[src/rtl/fifo_access_ctrl.sv]
// Front-end controller for a 16-entry synchronous FIFO: round-robin write arbitration among
// NUM_REQ requesters, a single read consumer and a draining flush, all tracked by a private level.
module fifo_access_ctrl #(
    parameter int NUM_REQ = 4,
    parameter int DATA_W  = 16,
    parameter int CAP     = 15,
    parameter int LVL_W   = 4
) (
    input  logic                      clk,
    input  logic                      reset_n,
    input  logic [NUM_REQ-1:0]        wr_req,
    input  logic [NUM_REQ*DATA_W-1:0] wr_data,
    output logic [NUM_REQ-1:0]        wr_ack,
    input  logic                      rd_req,
    output logic                      rd_valid,
    output logic [DATA_W-1:0]         rd_data,
    input  logic                      flush,
    output logic                      fifo_we,
    output logic                      fifo_re,
    output logic [DATA_W-1:0]         fifo_din,
    input  logic [DATA_W-1:0]         fifo_dout,
    output logic [LVL_W-1:0]          level,
    output logic                      busy,
    output logic [1:0]                state_dbg
);

    localparam int                 PTR_W     = (NUM_REQ > 1) ? $clog2(NUM_REQ) : 1;
    localparam int                 PW1       = PTR_W + 1;
    localparam logic [PTR_W:0]     NUM_REQ_X = PW1'(NUM_REQ);
    localparam logic [PTR_W-1:0]   LAST_REQ  = PTR_W'(NUM_REQ - 1);
    localparam logic [PTR_W-1:0]   ONE_P     = PTR_W'(1);
    localparam logic [LVL_W-1:0]   CAP_L     = LVL_W'(CAP);
    localparam logic [LVL_W-1:0]   ONE_L     = LVL_W'(1);
    localparam logic [NUM_REQ-1:0] ONE_R     = NUM_REQ'(1);

    typedef enum logic [1:0] {
        IDLE  = 2'd0,
        RUN   = 2'd1,
        FLUSH = 2'd2
    } state_t;

    state_t             state;
    state_t             state_next;
    logic [PTR_W-1:0]   rr_ptr;
    logic [PTR_W-1:0]   winner;
    logic [PTR_W:0]     idx_x;
    logic               win_found;
    logic [NUM_REQ-1:0] eligible;
    logic               wr_issue;
    logic               rd_issue;
    logic               re_flush;
    logic [LVL_W-1:0]   level_next;

    // Handshake: a requester holds wr_req and its data until it sees the one-cycle wr_ack pulse;
    // the data is captured on the edge that raises wr_ack. rd_valid qualifies rd_data for one cycle.
    always_comb begin
        eligible  = wr_req & ~wr_ack;
        win_found = 1'b0;
        winner    = '0;
        idx_x     = '0;
        for (int k = 0; k < NUM_REQ; k++) begin
            idx_x = {1'b0, rr_ptr} + PW1'(k);
            if (idx_x >= NUM_REQ_X) begin
                idx_x = idx_x - NUM_REQ_X;
            end
            if (!win_found && eligible[idx_x[PTR_W-1:0]]) begin
                win_found = 1'b1;
                winner    = idx_x[PTR_W-1:0];
            end
        end
    end

    always_comb begin
        wr_issue   = 1'b0;
        rd_issue   = 1'b0;
        state_next = state;
        if (flush && (state != FLUSH)) begin
            state_next = FLUSH;
        end else begin
            case (state)
                IDLE: begin
                    wr_issue = win_found && (level < CAP_L);
                end
                RUN: begin
                    wr_issue = win_found && (level < CAP_L);
                    rd_issue = rd_req && (level != '0);
                end
                FLUSH: begin
                    rd_issue = (level != '0);
                end
                default: ;
            endcase
        end

        level_next = level;
        if (wr_issue && !rd_issue) begin
            level_next = level + ONE_L;
        end else if (!wr_issue && rd_issue) begin
            level_next = level - ONE_L;
        end

        if (!(flush && (state != FLUSH))) begin
            case (state)
                IDLE:    if (wr_issue) state_next = RUN;
                RUN:     if (!wr_issue && (level_next == '0)) state_next = IDLE;
                FLUSH:   if (level_next == '0) state_next = IDLE;
                default: state_next = IDLE;
            endcase
        end
    end

    // re_flush marks reads issued by the drain so their returning word is never presented.
    always_ff @(posedge clk or negedge reset_n) begin
        if (!reset_n) begin
            state    <= IDLE;
            level    <= '0;
            rr_ptr   <= '0;
            wr_ack   <= '0;
            fifo_we  <= 1'b0;
            fifo_re  <= 1'b0;
            fifo_din <= '0;
            rd_valid <= 1'b0;
            re_flush <= 1'b0;
            busy     <= 1'b0;
        end else begin
            state    <= state_next;
            level    <= level_next;
            busy     <= (state_next == FLUSH);
            fifo_we  <= wr_issue;
            fifo_re  <= rd_issue;
            re_flush <= rd_issue && (state == FLUSH);
            rd_valid <= fifo_re && !re_flush && !flush;
            if (wr_issue) begin
                wr_ack   <= ONE_R << winner;
                fifo_din <= wr_data[int'(winner)*DATA_W +: DATA_W];
                rr_ptr   <= (winner == LAST_REQ) ? '0 : winner + ONE_P;
            end else begin
                wr_ack   <= '0;
            end
        end
    end

    assign rd_data   = fifo_dout;
    assign state_dbg = state;

endmodule

[config.mk]
export PLATFORM = sky130hd
export DESIGN_NAME = fifo_access_ctrl
export DESIGN_NICKNAME = d
export VERILOG_FILES = /design/src/rtl/fifo_access_ctrl.sv
export SDC_FILE = /design/constraint.sdc
export NUM_CORES = 1
export LEC_CHECK = 0
export ABC_AREA = 1
export CAP_MARGIN = 30
export CORE_ASPECT_RATIO = 1.25
export CORE_MARGIN = 2
export CORE_UTILIZATION = 39
export CTS_CLUSTER_SIZE = 25
export DETAILED_ROUTE_END_ITERATION = 16
export GPL_TIMING_DRIVEN = 0
export PLACE_DENSITY_LB_ADDON = 0.15
export SKIP_CTS_REPAIR_TIMING = 1
export SLEW_MARGIN = 30
export SYNTH_ARGS = -nofsm -noshare
export SYNTH_HDL_FRONTEND = slang
export SYNTH_SLANG_ARGS = --single-unit
[constraint.sdc]
create_clock -name clk -period 2.7 [get_ports clk]
set_input_delay 0.54 -clock clk [delete_from_list [all_inputs] [get_ports clk]]
set_output_delay 0.54 -clock clk [all_outputs]
set_load 0.01 [all_outputs]
# [Yosys cells after proc, flatten, opt, wreduce, memory -nomap -nowiden]
# Index checks and enable logic that the tools add are counted.
[op_classes] addsub=10 order_cmp=9 eq_ne=5 shift=2 muxes=34 bitwise=2 reduce_logical=23
[ops] operator="64-bit by 7-bit indexed part select with 16-bit output" n=1
[ops] operator="2-bit 2-to-1 mux" n=14
[ops] operator="1-bit logical AND" n=12
[ops] operator="2-bit by 3-bit < comparator with 1-bit output (second input constant)" n=4
[ops] operator="4-bit 2-to-1 mux" n=3
[ops] operator="1-bit 2-to-1 mux" n=11
[ops] operator="3-bit greater-or-equal comparator (second input constant)" n=3
[ops] operator="1-bit binary-select mux with 2-bit select" n=4
[ops] operator="2-bit by 1-bit subtractor with 2-bit output (second input constant)" n=4
[ops] operator="1-bit logical NOT" n=7
[ops] operator="2-bit by 2-bit adder with 3-bit output (second input constant)" n=2
[ops] operator="2-bit == test (second input constant)" n=3
[ops] operator="2-bit case mux with 3 select lines" n=1
[ops] operator="4-bit by 1-bit adder with 4-bit output (second input constant)" n=1
[ops] operator="4-bit AND" n=1
[ops] operator="4-bit logical NOT" n=1
[ops] operator="4-bit < comparator (second input constant)" n=1
[ops] operator="4-bit inverter" n=1
[ops] operator="4-bit nonzero test" n=1
[ops] operator="1-bit by 2-bit << shifter with 4-bit output (first input constant)" n=1
[ops] operator="4-bit by 1-bit subtractor with 4-bit output (second input constant)" n=1
[ops] operator="2-bit by 1-bit adder with 3-bit output (second input constant)" n=1
[ops] operator="2-bit by 3-bit greater-or-equal comparator with 1-bit output (second input constant)" n=1
[ops] operator="2-bit by 1-bit adder with 2-bit output (second input constant)" n=1
[ops] operator="5 further kinds" n=5
[word_totals] regBits=33 input_bits=88 out_inout_bits=46

# [Logic depth before layout (Yosys ltp)]
# Gate-level depths: netlist of run 1.
[depth] word_depth=27 depth_mapped=19

# [Worst setup path after synthesis of run 1]
# No wires, ideal clock.
[synth_timing] path_kind="register to register" startpoint="register state[0] (netlist: state_dbg[0])" endpoint="register busy" setup_time_ps=121 arrival_ps=1969 required_time_ps=2579 slack_ps=610 stages_incl_launch_ff=18 path_buffers=0 cell_sequence="dfrtp_1 -> inv_1 -> ha_1 -> inv_1 -> nand2_1 -> o21ai_0 -> a31oi_1 -> nand3_2 -> nand2_1 -> inv_1 -> nand2_1 -> nand3_2 -> nor2_1 -> nand2_1 -> nand2_2 -> nand2_1 -> nand2_1 -> a21oi_2"
[synth_via] elab_chain_cells=14 word_cells_on_any_way=25
[synth_lines] element="from (decl)" line_no="42" text="state_t state;"
[synth_lines] element="from (signal assigned)" line_no="126" text="state <= state_next;"
[synth_lines] element="2-bit by 1-bit == test with 1-bit output / 2-bit logical NOT (equally long branches)" line_no="80" text="case (state)"
[synth_lines] element="2-bit OR reduction (no line)"
[synth_lines] element="1-bit 2-to-1 mux"
[synth_lines] element="1-bit 2-to-1 mux" line_no="77" text="if (flush && (state != FLUSH)) begin"
[synth_lines] element="1-bit logical NOT" line_no="98" text="end else if (!wr_issue && rd_issue) begin"
[synth_lines] element="1-bit logical AND" line_no="98"
[synth_lines] element="4-bit 2-to-1 mux" line_no="98"
[synth_lines] element="4-bit 2-to-1 mux *" line_no="96" text="if (wr_issue && !rd_issue) begin"
[synth_lines] element="named net level_next[3]" line_no="52" text="logic [LVL_W-1:0] level_next;"
[synth_lines] element="4-bit logical NOT *" line_no="105, 106"
[synth_lines] element="1-bit logical AND" line_no="105" text="RUN: if (!wr_issue && (level_next == '0)) state_next = IDLE;"
[synth_lines] element="2-bit 2-to-1 mux" line_no="105"
[synth_lines] element="2-bit case mux with 3 select lines *" line_no="103" text="case (state)"
[synth_lines] element="2-bit 2-to-1 mux *" line_no="102" text="if (!(flush && (state != FLUSH))) begin"
[synth_lines] element="2-bit == test *" line_no="128" text="busy <= (state_next == FLUSH);"
[synth_lines] element="to (signal assigned)" line_no="128"
[synth_lines] element="to (decl)" line_no="23" text="output logic busy,"
# Mark *: on every way through the listed nets, which the timed path passes. The rest lies on a longest branch.
# A chain may end at the register's enable or synchronous reset.

# [Worst setup path after layout of run 1]
[layout_timing] startpoint="input port wr_req[0]" endpoint="register rr_ptr[1]"
[layout_via] elab_chain_cells=16 word_cells_on_any_way=29
[layout_lines] element="from (decl)" line_no="11" text="input logic [NUM_REQ-1:0] wr_req,"
[layout_lines] element="4-bit AND *" line_no="57" text="eligible = wr_req & ~wr_ack;"
[layout_lines] element="parallel branches: the longest is 15 deep, another holds 1-bit binary-select mux with 2-bit select"
[layout_lines] element="to (signal assigned)" line_no="136" text="rr_ptr <= (winner == LAST_REQ) ? '0 : winner + ONE_P;"
[layout_lines] element="to (decl)" line_no="44" text="logic [PTR_W-1:0] rr_ptr;"
# Mark *: on every way between the ends. The select of a mux whose other input is x is not followed.

==> impl_metrics.env, run 1 <==
export IMPL_cts_buffer_depth=2
export IMPL_cts_sinks=33
export IMPL_antenna_found_initial=0
export IMPL_synth_warnings=0
export IMPL_fill_cells=581
export IMPL_start_util_pct=39.5
export IMPL_hpwl_um=5460
export IMPL_synth_area_um2=2400
export IMPL_multi_input_area_um2=1250
export IMPL_synth_seq_cells=33
export IMPL_seqPwrFrac_pct=18.1
export IMPL_path_max_fanout=11
export IMPL_clock_latency_ns=0.28
export IMPL_final_layout_size_suffix_gt1_share_pct=12.9
export IMPL_clkPwrFrac_pct=7.6
export IMPL_cts_tree="done"
export IMPL_powerDensity_nw_per_um2=1280
export IMPL_ys_seq_area_share_pct=34.3
export IMPL_grt_max_degree=18
export IMPL_setup_violations=0
export IMPL_drc=0
export IMPL_hold_class="in -> async"
export IMPL_reg2reg_slack_ns=0.27
export IMPL_grt_pass1_wl_um=11100
export IMPL_p_sw_share_pct=51.0
export IMPL_regArea_um2=826
export IMPL_grt_pass1_vias=2582
export IMPL_htree_levels=2
export IMPL_hold_viol=0
export IMPL_gp_congestion=0.886
export IMPL_ir_drop_mv=0.690
export IMPL_max_freq_mhz=392
export IMPL_die_area_um2=6810
export IMPL_wl_per_cell_um=12.1
export IMPL_core_um2=6090
export IMPL_maxSlewHeadroom_pct=68.8
export IMPL_tightest_slew_ns=0.468
export IMPL_syn_inst=347
export IMPL_nets=570
export IMPL_finalSetupTns_ns=0
export IMPL_drt_iter0_markers=83
export IMPL_maxCapViolations=0
export IMPL_vias_per_cell=4.76
export IMPL_grt_use_total_pct=20.7
export IMPL_period_share_pct=94.4
export IMPL_first_pass_iters=4
export IMPL_power_frac_comb_pct=74.3
export IMPL_vias=2651
export IMPL_io_buffers=117
export IMPL_fin_crit_ns=2.55
export IMPL_syn_area_per_cell_um2=6.93
export IMPL_p_sw_mw=2.47
export IMPL_critPathCaptureType="flop"
export IMPL_clkTransAtPathRegs_ns=0.06
export IMPL_p_int_mw=2.38
export IMPL_final_common_cell="nand2_1"
export IMPL_antenna_left=0
export IMPL_wirelength_um=6750
export IMPL_syn_nets=445
export IMPL_finalClockSkew_ns=0.00989
export IMPL_drv_slew=0
export IMPL_p_total_mw=4.85
export IMPL_path_class="in -> reg"
export IMPL_critPathLaunchType="input pin"
export IMPL_num_rows=32
export IMPL_crit_required_ns=2.89
export IMPL_power_leakage_nw=1.85
export IMPL_insertedDiodeCount=0
export IMPL_grt_overflow_total=0
export IMPL_io_pins=134
export IMPL_cts_root_buf="clkbuf_8"
export IMPL_grt_setup_unrepaired="no"
export IMPL_status="finished, final reports clean"
export IMPL_die_h_um=91.8
export IMPL_cts_made_buffers=5
export IMPL_arrival_ns=2.74
export IMPL_chipWidth_um=74.2
export IMPL_layout_common_cells="nand2_1, clkdlybuf4s50_1, nand3_1, dfrtp_1, inv_1"
export IMPL_area_growth_pct=57.6
export IMPL_yosysUniqueCellTypes=26
==> Yosys cell counts <==
| library cell | number | share of area [%] |
|---|---|---|
| clkbuf_1 | 2 | 0.31 |
| or2_2 | 1 | 0.26 |
| o21ai_0 | 5 | 1.0 |
| nand2_1 | 133 | 21 |
| inv_6 | 1 | 0.36 |
| dfrtp_1 | 33 | 34 |
| nand3b_1 | 2 | 0.62 |
| a31oi_1 | 1 | 0.26 |
| buf_4 | 19 | 5.9 |
| inv_2 | 5 | 0.78 |
| a21oi_2 | 3 | 1.1 |
| nor2_2 | 2 | 0.52 |
| buf_6 | 3 | 1.4 |
| inv_1 | 21 | 3.3 |
| o21ai_2 | 1 | 0.36 |
| nand2_2 | 6 | 1.6 |
| ha_1 | 10 | 5.2 |
| nor3b_1 | 1 | 0.31 |
| nand4_1 | 3 | 0.78 |
| a21oi_1 | 2 | 0.42 |
| nand3_1 | 68 | 14 |
| nor3_1 | 1 | 0.21 |
| buf_2 | 7 | 1.5 |
| nor2_1 | 9 | 1.4 |
| xor2_1 | 3 | 1.1 |
| nand3_2 | 5 | 2.1 |
==> per-layer routing <==
metal	global-route usage (%)	wire length, µm	part of all wire [%]	up-vias
met4	5.80	73	1.1	0
li1	-	-	-	1343
met3	4.51	375	5.6	7
met2	38.2	3590	53	75
met5	0	0	0	-
met1	23.3	2710	40	1226
==> layout make-up <==
type | count | share of cell area [%]
tap | 85 | 2.81
buffer | 31 | 5.78
inverter | 27 | 2.81
multi-input combinational | 256 | 33.1
clock buffer | 7 | 2.28
sequential | 33 | 21.8
timing repair buffer | 118 | 31.5
==> through the flow <==
stage          setup slack (ns)  util (%)  hold slack [ns]  cell area, µm²  cells
2_1_floorplan             0.610         -            0.244            2400    347
3_3_place_gp            -0.0811      60.5            0.388            3680    549
3_5_place_dp             -0.123      60.9            0.392            3700    550
4_1_cts                   0.156      62.3            0.213            3790    557
5_1_grt                 0.00417      62.3            0.238            3790    557
6_report                  0.152      62.3            0.206            3790    557
==> final timing paths <==
path / startpoint / end / depth (start not counted)
worst max-delay path: wr_req[0] / rr_ptr[1] / 10
worst min-delay path: reset_n / fifo_din[5] / 1
worst max register to register: rr_ptr[0] / rr_ptr[1] / 12
worst min register to register: re_flush / rd_valid / 1
max in group asynchronous: reset_n / fifo_din[8] / 2
min in group clk: re_flush / rd_valid / 1
==> flip-flops by register name, indices dropped and copies added, names as in the netlist <==
name / flops
busy: 1
fifo_din: 16
fifo_re: 1
fifo_we: 1
level: 4
rd_valid: 1
re_flush: 1
rr_ptr: 2
state_dbg: 2
wr_ack: 4
==> kinds of logic after synthesis <==
| family | count (synthesis) | share of synthesized area, % |
|---|---|---|
| and+or+nand+nor | 231 | 42.7 |
| DFF | 33 | 34.3 |
| adders and majority gates | 10 | 5.20 |
| xor gates and xnor gates | 3 | 1.09 |
| buffers and inverters | 58 | 13.5 |
| AOI/OAI and AO/OA | 12 | 3.17 |
==> power groups by stage <==
stage	registers, mW	clock network [mW]	logic, mW
global placement	0.877	0	3.57
detailed placement	0.880	0	3.64
finish	0.877	0.367	3.60
CTS	0.877	0.381	3.64
floorplan	0.948	0	2.37
global route	0.896	0.403	4.08
==> critical path, stage by stage <==
cell             delay (ns)
clkdlybuf4s50_1        0.43
nand3_1                0.09
nand2_1                0.11
nor2_2                 0.17
nand4_1                0.18
o21ai_2                0.42
inv_2                  0.18
buf_6                  0.19
ha_1                   0.27
o21ai_0                0.15
(Power assumes the default switching activity.)
==> run 2: changes to the inputs <==
--- a/config.mk
+++ b/config.mk
@@ -5,14 +5,15 @@
 export SDC_FILE = /design/constraint.sdc
 export NUM_CORES = 1
 export LEC_CHECK = 0
-export ABC_AREA = 1
+export ABC_AREA = 0
 export CAP_MARGIN = 30
 export CORE_ASPECT_RATIO = 1.25
 export CORE_MARGIN = 2
-export CORE_UTILIZATION = 39
+export CORE_UTILIZATION = 38
 export CTS_CLUSTER_SIZE = 25
 export DETAILED_ROUTE_END_ITERATION = 16
 export GPL_TIMING_DRIVEN = 0
+export MAX_ROUTING_LAYER = met4
 export PLACE_DENSITY_LB_ADDON = 0.15
 export SKIP_CTS_REPAIR_TIMING = 1
 export SLEW_MARGIN = 30
==> run 2 against run 1 <==
Cell area decreased by 5.3%. Routed wire length is 14% lower. Utilization increased by 0.64 points. Clock power fell by 3%. Clock skew shrank 0.0037 ns.
==> impl_metrics.env, run 2 <==
export IMPL_p_int_mw=2.13
export IMPL_critPathCaptureType="flop"
export IMPL_hold_class="in -> async"
export IMPL_ir_drop_mv=0.493
export IMPL_arrival_ns=2.75
export IMPL_fill_cells=481
export IMPL_grt_setup_unrepaired="no"
export IMPL_grt_overflow_total=0
export IMPL_synth_edf_count=0
export IMPL_antenna_left=0
export IMPL_gp_congestion=0.752
export IMPL_reg_largest_list="fifo_din x16, level x4, wr_ack x4"
export IMPL_insertedDiodeCount=0
export IMPL_grt_max_degree=26
export IMPL_crit_family="buffers and inverters"
export IMPL_power_frac_comb_pct=64.5
export IMPL_synth_seq_cells=33
export IMPL_drv_slew=0
export IMPL_cts_buffer_depth=2
export IMPL_seqPwrFrac_pct=25.7
export IMPL_clock_latency_ns=0.29
export IMPL_io_buffers=117
export IMPL_num_rows=31
export IMPL_max_freq_mhz=388
export IMPL_syn_area_per_cell_um2=10.5
export IMPL_synthFlopType="dfrtp_1"
export IMPL_yosysUniqueCellTypes=48
export IMPL_p_total_mw=3.67
export IMPL_cp_slowest_cell="clkdlybuf4s50_1"
export IMPL_first_pass_iters=4
export IMPL_syn_inst=211
export IMPL_crit_required_ns=2.87
export IMPL_critPathLaunchType="input pin"
export IMPL_finalClockSkew_ns=0.00618
export IMPL_die_h_um=89.4
export IMPL_hold_viol=0
export IMPL_clkPwrFrac_pct=9.7
export IMPL_layout_common_cells="clkdlybuf4s50_1, dfrtp_1, nor2_1, mux2i_1"
export IMPL_synth_warnings=0
export IMPL_p_sw_mw=1.53
export IMPL_ys_seq_area_share_pct=37.2
export IMPL_nets=434
export IMPL_drt_iter0_markers=116
export IMPL_antenna_found_initial=0
export IMPL_powerDensity_nw_per_um2=1020
export IMPL_cts_sinks=33
export IMPL_grt_pass1_wl_um=9200
export IMPL_synth_largest_area_cell="dfrtp_1"
export IMPL_drc=0
export IMPL_postLayoutCoreUtil_pct=62.9
export IMPL_period_share_pct=95.6
export IMPL_htree_levels=2
export IMPL_met1_usage_pct=22.2
export IMPL_grt_util_met3_pct=5.98
export IMPL_cts_made_buffers=5
export IMPL_maxCapViolations=0
export IMPL_gr_max_usage_layer="met2"
export IMPL_io_pins=134
export IMPL_largest_reg_flops=16
export IMPL_wl_per_cell_um=14.4
export IMPL_largest_register="fifo_din"
export IMPL_synth_commonest_cells="dfrtp_1, nor2_1, mux2i_1"
export IMPL_crit_buf_inv=3
export IMPL_path_max_fanout=10
export IMPL_gr_usage_met2_pct=30.4
export IMPL_synthArstFlopShare_pct=100
export IMPL_start_util_pct=38.9
export IMPL_final_layout_size_suffix_gt1_share_pct=18.1
export IMPL_status="finished, final reports clean"
export IMPL_core_um2=5700
export IMPL_clkTransAtPathRegs_ns=0.07
export IMPL_die_area_um2=6470
export IMPL_yosys_top_cells_area="dfrtp_1, mux2i_1, a221o_1"
export IMPL_grt_pass1_vias=2056
export IMPL_syn_nets=309
export IMPL_power_leakage_nw=1.56
export IMPL_vias=2050
export IMPL_yosysMostFrequentCell="dfrtp_1"
export IMPL_netlist_area_leader_share_pct=37.2
export IMPL_cts_root_buf="clkbuf_8"
export IMPL_tightest_slew_ns=0.548
export IMPL_p_sw_share_pct=41.9
export IMPL_area_growth_pct=61.8
export IMPL_hpwl_um=4670
export IMPL_fin_crit_ns=2.58
export IMPL_setup_violations=0
export IMPL_crit_top_cell="buf_2"
export IMPL_cts_tree="done"
export IMPL_chipWidth_um=72.3
export IMPL_grt_use_total_pct=19.1
export IMPL_cp_cell_sequence="clkdlybuf4s50_1 > nor2b_2 > a21oi_1 > o21a_1 > o22a_1 > buf_2 > buf_2 > mux2_1 > a221o_1"
export IMPL_path_class="in -> reg"
export IMPL_final_common_cell="clkdlybuf4s50_1"
export IMPL_wirelength_um=5820
export IMPL_vias_per_cell=5.09
export IMPL_synth_area_um2=2220
export IMPL_maxSlewHeadroom_pct=63.1
export IMPL_cpPeakStageDelay_ns=0.44
export IMPL_finalSetupTns_ns=0
-- run 2: cell types whose count changed in the layout (fill, tap and decap cells not counted), sizes merged, moves of 17 or more --
cell   delta
nand2   -132
inv      -17
nand3    -72
mux2i    +17
-- run 2: layout make-up --
type                            instances  area (µm²)  area share [%]
Sequential cell                        33         826            23.0
Multi-Input combinational cell        143        1200            33.6
Clock buffer                            6        72.6            2.02
Clock inverter                          2        10.0           0.279
Timing Repair Buffer                  118        1190            33.1
Buffer                                 25         169            4.71
Tap cell                               66        82.6            2.30
Inverter                               10        37.5            1.05
-- run 2: final timing paths --
| check | startpoint | endpoint | slack, ns | depth (start not counted) |
|---|---|---|---|---|
| max reg2reg | state_dbg[0] | state_dbg[1] | 0.21 | 9 |
| min | reset_n | level[1] | 0.10 | 1 |
| min reg2reg | re_flush | rd_valid | 0.40 | 1 |
| max in group asynchronous | reset_n | fifo_din[10] | 2.20 | 2 |
| min in group clk | re_flush | rd_valid | 0.40 | 1 |
| max | wr_req[1] | fifo_din[7] | 0.12 | 9 |
-- run 2: per-stage QoR --
stage | setup slack (ns) | area, µm² | hold slack (ns) | cells
global route | 0.00266 | 3590 | 0.106 | 403
global placement | -0.297 | 3470 | 0.393 | 394
CTS | -0.0563 | 3570 | 0.100 | 403
detailed placement | -0.375 | 3490 | 0.403 | 395
floorplan | 0.384 | 2220 | 0.244 | 211
finish | 0.120 | 3590 | 0.102 | 403
-- run 2: power by group through the flow --
| stage | Clock (mW) | Combinational [mW] | Sequential, mW |
|---|---|---|---|
| 2_1_floorplan | 0 | 1.40 | 1.01 |
| 3_3_place_gp | 0 | 2.32 | 0.938 |
| 3_5_place_dp | 0 | 2.37 | 0.940 |
| 4_1_cts | 0.372 | 2.37 | 0.940 |
| 5_1_grt | 0.389 | 2.58 | 0.976 |
| 6_report | 0.357 | 2.36 | 0.943 |
-- run 2: cells by family after synthesis --
logic type	Yosys count	synth area share, %
compound gates	40	16.1
xor+xnor	3	1.52
fa+ha+maj	10	5.64
buf+inv	35	9.31
flops	33	37.2
mux	33	15.8
simple gates	57	14.4
-- run 2: worst reg2reg max path, delay by kind of cell, from the launching register on --
kind            cells  cell delay (ns)
compound gates      4             1.21
flops               1             0.44
fa+ha+maj           1             0.26
simple gates        2             0.20
xor+xnor            1             0.16
buf+inv             1             0.11
-- run 2: layer usage --
metal | vias up | share of wire, %
met5 | - | 0
met4 | 0 | 1.4
met3 | 9 | 8.0
met2 | 91 | 50
met1 | 948 | 41
li1 | 1002 | -
==> run 3: changes to the inputs <==
--- a/config.mk
+++ b/config.mk
@@ -10,7 +10,7 @@
 export CORE_ASPECT_RATIO = 1.25
 export CORE_MARGIN = 2
 export CORE_UTILIZATION = 38
-export CTS_CLUSTER_SIZE = 25
+export CTS_CLUSTER_SIZE = 16
 export DETAILED_ROUTE_END_ITERATION = 16
 export GPL_TIMING_DRIVEN = 0
 export MAX_ROUTING_LAYER = met4
==> results of run 3 <==
Same layout as run 2: the final DEF is identical, and so are final timing and power.
==> variant 1: new RTL, flow settings as in run 3 <==
`NUM_REQ`: 4 -> 8.
--- a/src/rtl/fifo_access_ctrl.sv
+++ b/src/rtl/fifo_access_ctrl.sv
@@ -1,7 +1,7 @@
 // Front-end controller for a 16-entry synchronous FIFO: round-robin write arbitration among
 // NUM_REQ requesters, a single read consumer and a draining flush, all tracked by a private level.
 module fifo_access_ctrl #(
-    parameter int NUM_REQ = 4,
+    parameter int NUM_REQ = 8,
     parameter int DATA_W  = 16,
     parameter int CAP     = 15,
     parameter int LVL_W   = 4
Ports: changed (resized wr_ack, wr_data and wr_req); port bits go from 134 to 206. The function was not compared with the original's and may differ.
==> variant 1 against run 3 <==
  * Sequential share of layout area decreased by 9.8 points
  * Setup slack got worse by 1000 ps
  * The flow now finishes with violations (setup timing)
  * Highest routed layer unchanged
  * Sequential cell count is 5 higher
  * Critical path type is now register to register
  * Wire length rose to 2.8 times the old value
  * Count of clock-buffer cells in the layout shrank 1
  * First-iteration DRC count is 97% higher
  * Final area grew 100%
  * Area after synthesis grew 80%
  * Global-route usage grew 8.2 points
  * Final cell count is 110% higher
Power is not shown: default switching activity piles up to over one toggle a cycle in this logic, so the estimate is an artifact.
==> variant 1: results <==
metrics = {
    "place": {
        "dpl_worst_slack_ps": -1575,
        "postPlaceCellArea_mm2": 0.006152,
        "place_hpwl_mm": 12.17,
    },
    "sta": {
        "hold_ws_ps": 181.0,
        "fin_skew_ps": 13.84,
        "finalSetupViolCount": 35,
        "finalWorstSetupSlack_ps": -893.9,
    },
    "drt": {
        "wl_met1_mm": 5.853,
        "met2_length_mm": 8.708,
    },
    "global_routing": {
        "grt_pass1_wl_mm": 23.23,
        "use_met1_pct": 30.52,
        "grtUsageTotal_pct": 27.32,
        "grt_use_met3_pct": 5.609,
        "grt_use_met2_pct": 47.99,
    },
    "run_status": {
        "violations": "setup timing",
        "status": "finished with violations",
    },
    "layout": {
        "multi_input_area_share_pct": 42.34,
        "seq_area_share_pct": 13.18,
        "drive_gt1_share_pct": 27.68,
        "clkCellAreaFrac_pct": 2.687,
        "num-nets-final": 877,
        "fin_cells": 837,
        "num-multi-input-gates": 376,
        "reg.largest.list": "fifo_din (16), wr_ack (8), level (4)",
    },
    "floorplanning": {
        "die_x_um": 95.60,
    },
    "synthesis": {
        "syn_avg_cell_area_um2": 8.354,
    },
    "clock_network": {
        "cts_sinks": 38,
    },
    "critical_path": {
        "crit_path_start": "rr_ptr[1]$_DFFE_PN0P_",
        "crit_end": "fifo_din[14]$_DFFE_PN0P_",
    },
}
variant 1: cell count changes after synthesis, moves of 9 or more:
cell,before,now
nor2b_1,1,10
clkbuf_1,0,13
nand2_1,5,105
a21oi_1,3,27
o22ai_1,0,9
mux2i_1,17,29
a211oi_2,0,10
and3_1,4,19
a221o_1,16,0
o2bb2ai_1,0,17
a32o_1,0,17
variant 1: critical path: stages (launching register included):
cell	delay [ps]
dfrtp_1	370
buf_6	130
inv_6	40
buf_12	120
ha_4	170
xnor2_4	230
inv_2	70
mux2_4	310
a2111oi_4	460
nand3_1	150
or2_0	230
a32o_2	330
inv_8	100
buf_12	130
buf_12	120
buf_8	110
nand2_2	40
and3_4	170
a211oi_2	200
variant 1: cell families (layout without fill, tap and decap cells):
kind of cell    Yosys count  after routing  synth area share [%]
fa+ha+maj                15             15                 4.647
mux                      43             43                 13.69
simple gates            194            194                 22.89
xor+xnor                  6              6                 1.978
buf+inv                  63            294                 9.419
flops                    38             38                 23.86
compound gates          118            118                 23.52
==> variant 2: new RTL, settings of run 3 <==
Without the edit above. Register the output `state_dbg` once more, cleared by the reset; this adds one clock of latency there. The other outputs are not delayed to match.
--- a/src/rtl/fifo_access_ctrl.sv
+++ b/src/rtl/fifo_access_ctrl.sv
@@ -141,7 +141,13 @@
     end
 
     assign rd_data   = fifo_dout;
-    assign state_dbg = state;
+    always_ff @(posedge clk or negedge reset_n) begin
+        if (!reset_n) begin
+            state_dbg <= '0;
+        end else begin
+            state_dbg <= state;
+        end
+    end
 
 endmodule
 
Behaviour: not the same (Yosys sat finds a counterexample within 4 cycles, from zero or initial values and one cycle with reset_n low).
==> variant 2 against run 3 <==
  * Area after synthesis is 2.3% higher
  * Setup slack better by 23 ps
  * Sequential power is 3.9% higher
  * Final area is 2.8% higher
  * Via count is 1.3% lower
  * Final cell count is 0.50% higher
  * Total power is 4.8% higher
  * Sequential cell count is 2 higher
  * Clock power is 40% higher
  * Wire length is 0.69% lower
  * Critical path type unchanged
  * Largest power group unchanged
  * Highest routed layer unchanged
==> variant 2: results <==
metrics = {
    "run_status": {
        "status": "finished clean",
    },
    "drt": {
        "drt_iter0_drc": 59,
        "routed_via_density": 4.995,
        "routed_wl_mm": 5.776,
    },
    "global_routing": {
        "grt_pass1_wl_mm": 9.404,
        "grt_max_degree": 21,
        "grtUsageTotal_pct": 18.69,
    },
    "critical_path": {
        "crit_path_start": "wr_req[2]",
        "crit_slowest_cell": "or4_4",
        "slowest_delay_ps": 520,
        "regToRegStartpoint": "state[0]$_DFF_PN0_",
        "critical_path_arrival_ps": 2780,
        "cpLargestDelayFamily": "simple AND/OR/NAND/NOR gates",
        "r2r-end": "busy$_DFF_PN0_",
    },
    "layout": {
        "drive_gt1_share_pct": 18.58,
        "fin_cells": 405,
        "num_antenna_cells": 0,
        "nFillCells": 494,
        "num-nets-final": 436,
    },
    "pwr": {
        "leakagePower_nw": 1.609,
        "pwr-share-clk_pct": 13.0,
        "ir_drop_mv": 0.4089,
    },
    "synthesis": {
        "synth_nets": 311,
        "synthTopCellsByArea": "dfrtp_1 (39%), mux2i_1 (7.5%), a221o_1 (7.1%)",
        "synth_compound_area_share_pct": 15.77,
        "ys_seq_area_share_pct": 38.61,
        "synth.area.mux_share_pct": 15.44,
        "ys_top_cells_by_count": "dfrtp_1 (35), nor2_1 (27), mux2i_1 (17), a221o_1 (16), buf_4 (16)",
        "synthAdderAreaFrac_pct": 5.516,
    },
    "place": {
        "dpl_worst_slack_ps": -280.5,
        "placed_cells": 397,
        "place_hpwl_mm": 4.656,
        "gp_congestion": 0.7848,
    },
    "sta": {
        "worstMarginPinSlew_ps": 490.6,
        "hold_ws_ps": 165.7,
        "fin_skew_ps": 9.395,
        "fin_crit_ps": 2557,
    },
}
## variant 2: cell count changes after synthesis
cell / run 3 / this run
dfrtp_1: 33 / 35
## variant 2: kinds of logic after synthesis
logic type,Yosys count
fa+ha+maj,10
simple gates,57
flops,35
mux,33
compound gates,40
xor+xnor,3
buf+inv,35
## variant 2: final cells by class
class | instances | area [µm²] | share of cell area (%)
multi-input cells | 143 | 1210 | 32.79
repair buffers | 118 | 1194 | 32.35
flip-flops and latches | 35 | 875.8 | 23.74
plain buffers | 25 | 168.9 | 4.578
clock buffers | 6 | 82.58 | 2.238
well taps | 66 | 82.58 | 2.238
clock inverters | 2 | 38.79 | 1.051
inverters | 10 | 37.54 | 1.017
## variant 2: routing by layer
metal  up-vias  wire length [µm]  GRT usage (%)
li1       1003                 -              -
met1       930              2284          21.61
met2        85              2924          29.95
met3         5               489          7.143
met4         0                76          5.093
met5         -                 0              -
